### src/rtl/mem_arb_pkg.sv
// Shared types for the two-port memory arbiter, plus the word/address width
// macros (normally from constants.svh; defined here only when not already present).
`ifndef PADDRSIZE
`define PADDRSIZE 22
`endif
`ifndef PADDR
`define PADDR [`PADDRSIZE-1:0]
`endif
`ifndef WORD
`define WORD [35:0]
`endif

package mem_arb_pkg;
  typedef enum logic [1:0] {IDLE, ISSUE, WAIT} state_t;
  typedef enum logic {OP_READ, OP_WRITE} op_t;
endpackage

### src/rtl/mem_arb_pick.sv
// Combinational two-way picker: one-hot pick, ties go to the port that did not win last
// (or always to port 0 when FIXED_PRIO is set).
module mem_arb_pick #(
  parameter bit FIXED_PRIO = 1'b0
) (
  input  logic [1:0] req,
  input  logic       last_grant,
  output logic [1:0] pick
);
  always_comb begin
    pick = req;
    if (req == 2'b11)
      pick = (FIXED_PRIO || last_grant) ? 2'b01 : 2'b10;
  end
endmodule

### src/rtl/mem_arbiter.sv
// Two-port arbiter in front of the single memory: one mem strobe per transaction, ack routed
// back to the granted port. Define MEM_NXM_EN to add the nonexistent-memory timeout.
module mem_arbiter
  import mem_arb_pkg::*;
#(
  parameter bit FIXED_PRIO = 1'b0,
  parameter int NXM_CYCLES = 16
) (
  input  logic         clk,
  input  logic         reset,
  input  logic `PADDR  p0_addr,
  input  logic `WORD   p0_write_data,
  input  logic         p0_read,
  input  logic         p0_write,
  output logic `WORD   p0_read_data,
  output logic         p0_read_ack,
  output logic         p0_write_ack,
  input  logic `PADDR  p1_addr,
  input  logic `WORD   p1_write_data,
  input  logic         p1_read,
  input  logic         p1_write,
  output logic `WORD   p1_read_data,
  output logic         p1_read_ack,
  output logic         p1_write_ack,
  output logic `PADDR  mem_addr,
  output logic `WORD   mem_write_data,
  output logic         mem_read,
  output logic         mem_write,
  input  logic `WORD   mem_read_data,
  input  logic         mem_read_ack,
  input  logic         mem_write_ack,
  output logic [1:0]   grant
`ifdef MEM_NXM_EN
  ,
  output logic         p0_nxm,
  output logic         p1_nxm
`endif
);
  if (NXM_CYCLES < 1) begin : g_bad_nxm
    $error("NXM_CYCLES must be at least 1");
  end

  state_t     state, state_nx;
  op_t        op, op_nx;
  logic       last_grant;
  logic [1:0] req, pick;
  logic       busy, ack_hit, done, timeout;

  assign req = {p1_read | p1_write, p0_read | p0_write};

  mem_arb_pick #(.FIXED_PRIO(FIXED_PRIO)) u_pick (
    .req        (req),
    .last_grant (last_grant),
    .pick       (pick)
  );

  always_comb begin
    state_nx = state;
    busy     = !reset && (state == ISSUE || state == WAIT);
    ack_hit  = (op == OP_WRITE) ? mem_write_ack : mem_read_ack;
    done     = busy && (ack_hit || timeout);
    // write wins when a port raises both strobes
    if (pick[1]) op_nx = p1_write ? OP_WRITE : OP_READ;
    else         op_nx = p0_write ? OP_WRITE : OP_READ;
    case (state)
      IDLE:    if (|pick) state_nx = ISSUE;
      ISSUE:   state_nx = done ? IDLE : WAIT;
      WAIT:    if (done) state_nx = IDLE;
      default: state_nx = IDLE;
    endcase
  end

`ifdef MEM_NXM_EN
  localparam int CNT_W = $clog2(NXM_CYCLES) + 1;
  logic [CNT_W-1:0] wait_cnt;

  always_ff @(posedge clk) begin
    if (reset || state != WAIT) wait_cnt <= '0;
    else                        wait_cnt <= wait_cnt + 1'b1;
  end

  // fires in the NXM_CYCLES-th WAIT cycle that still has no matching ack
  assign timeout = !reset && state == WAIT && !ack_hit &&
                   wait_cnt == CNT_W'(NXM_CYCLES - 1);
  assign p0_nxm  = timeout && grant[0];
  assign p1_nxm  = timeout && grant[1];
`else
  assign timeout = 1'b0;
`endif

  always_ff @(posedge clk) begin
    if (reset) state <= IDLE;
    else       state <= state_nx;
  end

  always_ff @(posedge clk) begin
    if (reset) begin
      grant          <= 2'b00;
      last_grant     <= 1'b1;
      op             <= OP_READ;
      mem_addr       <= '0;
      mem_write_data <= '0;
      mem_read       <= 1'b0;
      mem_write      <= 1'b0;
    end else begin
      mem_read  <= 1'b0;
      mem_write <= 1'b0;
      if (state == IDLE && |pick) begin
        grant          <= pick;
        last_grant     <= pick[1];
        op             <= op_nx;
        mem_addr       <= pick[1] ? p1_addr : p0_addr;
        mem_write_data <= pick[1] ? p1_write_data : p0_write_data;
        mem_read       <= (op_nx == OP_READ);
        mem_write      <= (op_nx == OP_WRITE);
      end else if (done) begin
        grant <= 2'b00;
      end
    end
  end

  assign p0_read_ack  = done && grant[0] && op == OP_READ;
  assign p0_write_ack = done && grant[0] && op == OP_WRITE;
  assign p1_read_ack  = done && grant[1] && op == OP_READ;
  assign p1_write_ack = done && grant[1] && op == OP_WRITE;
  assign p0_read_data = (timeout && grant[0]) ? '0 : mem_read_data;
  assign p1_read_data = (timeout && grant[1]) ? '0 : mem_read_data;
endmodule

### config.mk
export PLATFORM = sky130hd
export DESIGN_NAME = mem_arbiter
export DESIGN_NICKNAME = d
export VERILOG_FILES = /design/src/rtl/mem_arb_pkg.sv /design/src/rtl/mem_arb_pick.sv /design/src/rtl/mem_arbiter.sv
export SDC_FILE = /design/constraint.sdc
export NUM_CORES = 1
export LEC_CHECK = 0
export CAP_MARGIN = 10
export CORE_AREA = 2 2 115 117
export CTS_CLUSTER_SIZE = 40
export DETAILED_ROUTE_END_ITERATION = 8
export DIE_AREA = 0 0 117 119
export PLACE_DENSITY = 0.8
export SYNTH_ARGS = -nofsm -noshare
export SYNTH_HDL_FRONTEND = slang
export SYNTH_HIERARCHICAL = 1
export SYNTH_SLANG_ARGS = --single-unit
### constraint.sdc
create_clock -name clk -period 4.06 [get_ports clk]
set_input_delay 0.812 -clock clk [delete_from_list [all_inputs] [get_ports clk]]
set_output_delay 0.812 -clock clk [all_outputs]
set_load 0.01 [all_outputs]
==> impl_metrics.tcl <==
set metrics [dict create \
    outcome "completed" \
    yosysMostFrequentCell "buf_4" \
    routed_wl_um 10600 \
    vias 3073 \
    drtAntennaViolNets 0 \
    hold_buffers 0 \
    area_delta_synth_final_pct 45.7 \
    drt_first_pass_iters 4 \
    synthDistinctLibCells 31 \
    drc 0 \
    worstSetupPathType "in2out" \
    peakVddDrop_mv 0.373 \
    critPathMaxFanout 4 \
    rsz0062_at_grt "no" \
    clk_pin_slew_ns 0.06 \
    antenna_cells 0 \
    grt_pass1_vias 3267 \
    timing.rr.start "last_grant" \
    die-width_um 117 \
    yosys_warnings 6 \
    synth-async-reset-ratio 0 \
    pin_count 298 \
    end_kind "primary output" \
    grt_pass1_wl_um 16100 \
    ys_ff_latch 66 \
    cellPowerDensity_nw_per_um2 677 \
    synth_nets 544 \
    hold_class "reg2reg" \
    grt_use_total 0.153 \
    synth_area_um2 3870 \
    rrSetupSlack_ns 2.04 \
    antenna_found_initial 1 \
    start_util 0.300 \
    max_stage_delay_ns 0.57 \
    p_leak_nw 2.07 \
    hp-start "grant[0]" \
    numCtsBuffers 9 \
    place.port_buffers 189 \
    worst-r2r-cell-count 6 \
    critPathBufInv 2 \
    cts_root_buffer "clkbuf_16" \
    synthTopCellsByCount "buf_4 (76), dfxtp_1 (66), nor2_1 (61)" \
    slew-limit-headroom 0.301 \
    synth_ff_type "dfxtp_1" \
    min_delay_path_depth 2 \
    synthCells 380 \
    gp_congestion 0.724 \
    hold_violations 0 \
    vias_per_cell 4.61 \
    synth.area.top_cells "dfxtp_1 (34%), a211oi_2 (19%), mux2i_1 (16%)" \
    hold_path_end "grant[0]" \
    yosysTopAreaCell "dfxtp_1" \
    avgSynthCellArea_um2 10.2 \
    fill_cells 1244 \
    final_max_slew_viol_count 0 \
    tns_ns 0 \
    cts.repair.resized 0 \
    rows 42 \
    fin_crit_ns 3.34 \
    crit_slowest_cell "clkdlybuf4s50_1" \
    setup_viol 0 \
    cts_tree "done" \
    worst_pin_slew_ns 1.05 \
    synth_top_area_frac 0.342 \
    hpwl_um 8100 \
    grt_overflow 0 \
    synth_enable_flop_cells 0 \
    grt_max_degree 68 \
    fin_skew_ns 0.00800 \
    synth-seq-area-share 0.342 \
    fp.dieH_um 119 \
    cp_common_cell "clkdlybuf4s50_1" \
    cp_cell_sequence "clkdlybuf4s50_1 -> mux2i_1 -> or2_1 -> nor3b_1 -> clkdlybuf4s50_1" \
    clock-sinks 66 \
    arrival_ns 2.53 \
    drt_iter0_markers 85 \
    power.total_mw 3.82 \
    cts_setup_buffers 0 \
    critPathRequiredTime_ns 3.25 \
    max_cap_violations 0 \
    fmax_mhz 299 \
    drive_gt1_frac 0.169 \
    nets 649 \
    cp_top_family "buffers and inverters" \
    cts.htree.levels 3 \
    period_share 0.823 \
    design.die.area_um2 13900 \
    fp.coreArea_um2 12900 \
    start_kind "input pin" \
    clkLatencyLatePin_ns 0.33 \
    routedWlPerCell_um 16.0 \
    r2r_end "mem_addr[4]" \
    clockBufferDepth 2 \
]
## kinds of logic after synthesis
| kind of cell | after synthesis | synth area share |
|---|---|---|
| AND/OR/NAND/NOR | 78 | 0.0867 |
| flip-flops | 66 | 0.342 |
| AO/OA/AOI/OAI | 69 | 0.210 |
| buffers and inverters | 103 | 0.194 |
| adder cells (fa/ha/maj) | 4 | 0.0129 |
| multiplexers | 60 | 0.155 |
## per-layer routing
layer / global-route usage / part of all wire
met3: 0.0641 / 0.093
met4: 0.0721 / 0.032
met2: 0.275 / 0.52
met5: 0 / 0.0011
met1: 0.147 / 0.35
## worst reg2reg max path, cell delays in order, from the launching register on
cell,delay (ns)
dfxtp_1,0.40
inv_1,0.06
a21boi_1,0.34
o21a_4,0.32
buf_4,0.47
nor2_1,0.13
a211oi_2,0.22
## registers in the layout (all words and copies together) (netlist names)
signal,count
grant,2
last_grant,1
mem_addr,22
mem_read,1
mem_write,1
mem_write_data,36
op,1
state,2
## power breakdown
| group | internal, mW | switching (mW) |
|---|---|---|
| sequential | 0.919 | 0.145 |
| combinational | 0.970 | 0.947 |
| clock | 0.552 | 0.284 |
| total | 2.44 | 1.38 |
## layout make-up
type	count	area [um2]	share of cell area
Inverter	4	15.0	0.00266
Clock inverter	5	77.6	0.0138
Timing Repair Buffer	193	1940	0.345
Tap cell	176	220	0.0391
Clock buffer	11	243	0.0431
Sequential cell	66	1320	0.234
Multi-Input combinational cell	211	1820	0.322
## worst max path at each step
stage	slack [ns]	start	to	cells after the start
floorplan	1.70	reset	p0_read_ack	3
global placement	0.72	mem_write_ack	p1_read_ack	5
detailed placement	0.71	mem_write_ack	p1_read_ack	5
CTS	0.68	mem_write_ack	p1_read_ack	5
global route	0.61	mem_write_ack	p1_read_ack	5
finish	0.72	mem_write_ack	p1_read_ack	5
## stage by stage
step | cell area (um2) | std cells | hold WS [ns] | util | setup WS, ns
3_3_place_gp | 5320 | 650 | 0.502 | 0.413 | 0.715
3_5_place_dp | 5320 | 650 | 0.497 | 0.413 | 0.707
5_1_grt | 5640 | 666 | 0.548 | 0.438 | 0.614
6_report | 5640 | 666 | 0.515 | 0.438 | 0.720
2_1_floorplan | 3870 | 380 | 0.472 | - | 1.70
4_1_cts | 5640 | 666 | 0.522 | 0.438 | 0.682
## placed cells by master (no fill, tap or decap), drive strengths merged, types with 2 or more instances in the layout
master / count
inv: 4
dfxtp: 66
clkinv: 2
ha: 4
nand2: 2
or2: 3
clkbuf: 11
a211oi: 59
nor3b: 3
a21oi: 2
clkdlybuf4s50: 188
nor2: 61
bufinv: 2
mux2i: 60
and3: 3
a21boi: 2
buf: 5
Note: power is estimated with default switching activity, not from simulation.
